### src/rtl/cordic_pkg.sv
// cordic_pkg: shared widths, angle constants and arbiter state encoding
package cordic_pkg;
    localparam int Q1_14_BITS = 16;
    localparam int Q4_27_BITS = 32;
    localparam int ITER_BITS  = 4;
    localparam logic signed [Q1_14_BITS-1:0] COS_CONST = 16'sh26dd;
    localparam logic signed [Q4_27_BITS-1:0] PIo4 = 32'sh06487ed5;
    localparam logic signed [Q4_27_BITS-1:0] PIo2 = 32'sh0c90fdaa;
    localparam logic signed [Q4_27_BITS-1:0] PI   = 32'sh1921fb54;
    typedef enum logic [1:0] {IDLE, ISSUE, WAIT, RESP} state_t;
endpackage

### src/rtl/rr_arbiter.sv
// rr_arbiter: round-robin pick of the first set request at or after ptr
module rr_arbiter #(
    parameter int NUM_REQ = 4,
    localparam int PW = $clog2(NUM_REQ)
) (
    input  logic [NUM_REQ-1:0] req,
    input  logic [PW-1:0]      ptr,
    output logic [NUM_REQ-1:0] grant,
    output logic [PW-1:0]      idx
);
    logic [PW-1:0] j;

    // Scan from the farthest offset down so the nearest request to ptr wins last
    always_comb begin
        grant = '0;
        idx = '0;
        j = '0;
        for (int k = NUM_REQ - 1; k >= 0; k--) begin
            j = PW'((int'(ptr) + k) % NUM_REQ);
            if (req[j]) begin
                grant = '0;
                grant[j] = 1'b1;
                idx = j;
            end
        end
    end
endmodule

### src/rtl/cordic_arbiter.sv
// cordic_arbiter: shares one CORDIC core among NUM_REQ requesters, one transaction at a time
module cordic_arbiter #(
    parameter int NUM_REQ    = 4,
    parameter int ITER_BITS  = 4,
    parameter int Q1_14_BITS = 16,
    parameter int Q4_27_BITS = 32,
    parameter int TIMEOUT    = 64
) (
    input  logic                          clk,
    input  logic                          rst,
    input  logic [NUM_REQ-1:0]            req_valid,
    input  logic [NUM_REQ*Q4_27_BITS-1:0] req_angle,
    output logic [NUM_REQ-1:0]            req_ready,
    output logic [NUM_REQ-1:0]            resp_valid,
    input  logic [NUM_REQ-1:0]            resp_ready,
    output logic [Q1_14_BITS-1:0]         resp_sine,
    output logic [Q1_14_BITS-1:0]         resp_cosine,
    input  logic                          core_in_ready,
    output logic                          core_start,
    output logic [Q4_27_BITS-1:0]         core_angle,
    output logic [Q1_14_BITS-1:0]         core_x_start,
    output logic [Q1_14_BITS-1:0]         core_y_start,
    input  logic                          core_out_valid,
    input  logic [Q1_14_BITS-1:0]         core_sine,
    input  logic [Q1_14_BITS-1:0]         core_cosine,
    output logic                          err_timeout,
    output logic                          err_spurious
);
    import cordic_pkg::*;

    localparam int PW = $clog2(NUM_REQ);
    localparam int CW = TIMEOUT > 2 ? $clog2(TIMEOUT) : 1;

    if (NUM_REQ < 2 || NUM_REQ > 8 || ITER_BITS < 1) begin : g_bad_param
        $error("cordic_arbiter: unsupported parameter values");
    end

    state_t             state;
    logic [PW-1:0]      ptr, owner, win_idx;
    logic [NUM_REQ-1:0] win_grant;
    logic [CW-1:0]      cnt;

    rr_arbiter #(.NUM_REQ(NUM_REQ)) u_rr (
        .req(req_valid),
        .ptr(ptr),
        .grant(win_grant),
        .idx(win_idx)
    );

    assign core_x_start = Q1_14_BITS'(COS_CONST);
    assign core_y_start = '0;
    // Accept is combinational so the grant lands in the IDLE cycle itself; gated so reset forces it low
    assign req_ready = (state == IDLE && rst) ? win_grant : '0;

    always_ff @(posedge clk or negedge rst) begin
        if (!rst) begin
            state        <= IDLE;
            ptr          <= '0;
            owner        <= '0;
            cnt          <= '0;
            resp_valid   <= '0;
            core_start   <= 1'b0;
            err_timeout  <= 1'b0;
            err_spurious <= 1'b0;
            core_angle   <= '0;
            resp_sine    <= '0;
            resp_cosine  <= '0;
        end else begin
            core_start <= 1'b0;
            if (core_out_valid && state != WAIT) err_spurious <= 1'b1;
            case (state)
                IDLE: if (|req_valid) begin
                    core_angle <= req_angle[win_idx*Q4_27_BITS +: Q4_27_BITS];
                    owner      <= win_idx;
                    ptr        <= (win_idx == PW'(NUM_REQ - 1)) ? '0 : win_idx + 1'b1;
                    state      <= ISSUE;
                end
                ISSUE: if (core_in_ready) begin
                    core_start <= 1'b1;
                    cnt        <= '0;
                    state      <= WAIT;
                end
                WAIT: if (core_out_valid) begin
                    resp_sine   <= core_sine;
                    resp_cosine <= core_cosine;
                    resp_valid  <= NUM_REQ'(1) << owner;
                    state       <= RESP;
                end else if (cnt == CW'(TIMEOUT - 1)) begin
                    err_timeout <= 1'b1;
                    state       <= IDLE;
                end else begin
                    cnt <= (&cnt) ? cnt : cnt + 1'b1;
                end
                RESP: if (resp_ready[owner]) begin
                    resp_valid <= '0;
                    state      <= IDLE;
                end
                default: state <= IDLE;
            endcase
        end
    end
endmodule

### config.mk
export PLATFORM = sky130hd
export DESIGN_NAME = cordic_arbiter
export DESIGN_NICKNAME = d
export VERILOG_FILES = /design/src/rtl/cordic_pkg.sv /design/src/rtl/rr_arbiter.sv /design/src/rtl/cordic_arbiter.sv
export SDC_FILE = /design/constraint.sdc
export NUM_CORES = 1
export LEC_CHECK = 0
export ABC_AREA = 1
export CAP_MARGIN = 20
export CORE_MARGIN = 2
export CORE_UTILIZATION = 42
export CTS_CLUSTER_DIAMETER = 50
export DETAILED_ROUTE_END_ITERATION = 7
export GPL_ROUTABILITY_DRIVEN = 1
export PLACE_DENSITY = 0.91
export REMOVE_ABC_BUFFERS = 1
export SYNTH_ARGS = -nofsm -noshare
export SYNTH_HDL_FRONTEND = slang
export SYNTH_HIERARCHICAL = 1
export SYNTH_SLANG_ARGS = --single-unit
### constraint.sdc
create_clock -name clk -period 5.7 [get_ports clk]
set_input_delay 0.57 -clock clk [delete_from_list [all_inputs] [get_ports clk]]
set_output_delay 0.57 -clock clk [all_outputs]
set_load 0.05 [all_outputs]
==> results.txt <==
status = finished with violations
failing checks = DRC
R2R Setup Slk = 2.47 ns
H-Tree Depth = 3
Clk Latency, worst-skew pair = 0.34 ns
critical path endpoint category = output port
unrepaired setup endpoints after global routing = no
yosys warns = 6
dpl cells = 1061
worst endpoint required time = 5.13 ns
worst path cell trace = inv_2 > ha_1 > inv_1 > nand3_2 > nand2_4 > inv_2 > nand2_1 > nor2_1 > nor2_1 > nor2_1 > inv_1 > nor2_1 > clkdlybuf4s50_1
Area Overhead vs Synth = 53.7%
final hold vios = 0
TNS Setup = 0 ns
Place WS = 2.26 ns
Slew HR = 0.354
DRC = 13
global placement routability congestion = 0.880
hpwl dp = 11400 µm
Seq/Total Area, Yosys = 0.417
via count = 5379
vias in the first global route = 5186
Critical path origin = ptr[0]
Yosys reg bits = 83
Slew Limit Fails = 0
Die Area = 12700 µm²
Crit Path Class = reg2out
Setup Skew = 0.00854 ns
Detailed Route WL = 15700 µm
ant diodes = 0
commonest non-fill, non-tap cell in the layout = clkdlybuf4s50_1
first-pass GRT wire length = 25100 µm
Final #Nets = 1111
Core Rows = 39
CP top delay family = buffers and inverters
crit path time final = 3.75 ns
global route total overflow = 0
Reg-to-Reg Start = ptr[0]
GRT Total Usage = 0.245
Crit path top cell by count = nor2_1
initial antenna violation count = 0
Initial DRT Pass Iterations = 7
HP Class = in2async
FMAX = 266 MHz
max_cap viols = 0
fraction of layout instances using a drive strength above 1 = 0.0546
final worst slack = 1.95 ns
worst-margin pin slew = 0.969 ns
initial drt markers = 352
power density over the cells = 665 nW/µm²
Crit path arrival time = 3.18 ns
Post-CTS Hold Fix Bufs = 0
largest net degree at the start of global routing = 67
clock sink count = 83
Synth Cell Area = 4980 µm²
maximum vdd drop = 416 µV
postcts setup bufs = 0
slowest CP cell = clkdlybuf4s50_1
Avg Vias per Cell = 4.99
CTS Buf Count = 9
Port-buffer cells = 246
fin util = 0.665
fin crit share = 0.658
Die Y = 113 µm
initial core utilization = 0.433
Startpoint Class = flip-flop
cells after synthesis = 703
clock tree root buffer cell = clkbuf_16
CP max FO = 12
Non-Filler Instances = 1077
Netlist cell types = 28
die width = 113 µm
io pins = 279
Resize count post-CTS = 0
Worst-path clk slew = 0.07 ns
Max clock buf depth = 2
Reg2Reg Depth = 14
P_leak = 3.57 nW
wire per inst = 14.6 µm
endpoints failing setup = 0
Post-DRT Antenna Nets = 0
worst flop-to-flop path endpoint = core_angle[17]
CTS tree = built
Avg Cell Area, Syn = 7.09 µm²
Core Area = 11500 µm²
cell count along the critical path = 13
crit-path max cell delay = 0.86 ns
CP endpoint = req_ready[1]
Critical path buffers and inverters = 5
most frequent cells in the layout = clkdlybuf4s50_1 (245), nand2_1 (224), nor2_1 (121), dfrtp_1 (83), o21ai_0 (61)
## registers in the layout, summed over array words and instances (netlist names), 2 cells and up
name         cells
core_angle      32
resp_cosine     16
resp_sine       16
cnt              6
resp_valid       4
owner            2
ptr              2
state            2
## cell type report
cell class	count	area [µm²]
Clock buffer	9	225
Clock inverter	7	66.3
Fill cell	990	3860
Inverter	32	120
Multi-Input combinational cell	552	2490
Sequential cell	83	2080
Tap cell	143	179
Timing Repair Buffer	251	2500
## worst reg2reg max path, delay by kind of cell, from the launching register on
kind            cells  cell delay [ns]
compound gates      4             0.82
fa+ha+maj           1             0.37
buf+inv             4             1.04
flops               1             0.57
simple gates        5             0.38
## per-layer routing
metal  up-vias  GRT usage  wire length, µm
li1       2629          -                -
met1      2482      0.289             6090
met2       236      0.416             7810
met3        32     0.0755             1310
met4         0      0.100              478
met5         -          0                0
## worst min path at each step
stage	slack, ns	cells after the start	end
CTS	0.14	1	cnt[4]
finish	0.13	1	cnt[4]
global route	0.15	1	cnt[4]
global placement	0.45	2	resp_sine[5]
detailed placement	0.46	1	err_timeout
floorplan	0.27	0	cnt[0]
## synthesized netlist by cell type
master | number | area share
o31ai_1 | 1 | 0.0015
nand3_1 | 30 | 0.030
nand3_2 | 3 | 0.0060
inv_1 | 21 | 0.016
nor2_1 | 121 | 0.091
inv_2 | 11 | 0.0083
buf_6 | 4 | 0.0090
o21ai_1 | 10 | 0.010
o21bai_1 | 2 | 0.0030
clkbuf_1 | 13 | 0.0098
o21ai_0 | 62 | 0.062
o22ai_1 | 21 | 0.026
a31o_2 | 1 | 0.0018
nand2_4 | 2 | 0.0045
nand2_2 | 4 | 0.0050
nand2_1 | 224 | 0.17
ha_1 | 10 | 0.025
buf_2 | 17 | 0.017
nor2_2 | 6 | 0.0075
conb_1 | 2 | 0.0015
xor2_1 | 1 | 0.0018
a31oi_1 | 11 | 0.014
nor2_4 | 1 | 0.0023
a21oi_1 | 6 | 0.0060
xnor2_1 | 2 | 0.0035
or2_0 | 2 | 0.0025
buf_4 | 32 | 0.048
dfrtp_1 | 83 | 0.42
## stage by stage
step,power (mW),area [µm²],hold WS (ns)
2_1_floorplan,3.40,4670,0.274
3_3_place_gp,4.45,7360,0.453
3_5_place_dp,4.52,7360,0.456
4_1_cts,5.11,7650,0.136
5_1_grt,5.49,7650,0.148
6_report,5.09,7650,0.132
## cell families (layout without fill, tap and decap cells)
logic type,Yosys count,after routing,synth area share
AND/OR/NAND/NOR,393,393,0.318
AO/OA/AOI/OAI,114,114,0.125
buffers and inverters,98,299,0.108
flip-flops,83,83,0.417
adder cells (fa/ha/maj),10,10,0.0251
XOR/XNOR,3,3,0.00528
other,2,32,0.00151
## power by group
| group | switching [mW] | internal (mW) | total, mW |
|---|---|---|---|
| logic | 2.38 | 1.11 | 3.49 |
| clock network | 0.264 | 0.308 | 0.571 |
| registers | 0.174 | 0.855 | 1.03 |
(Power assumes the default switching activity.)
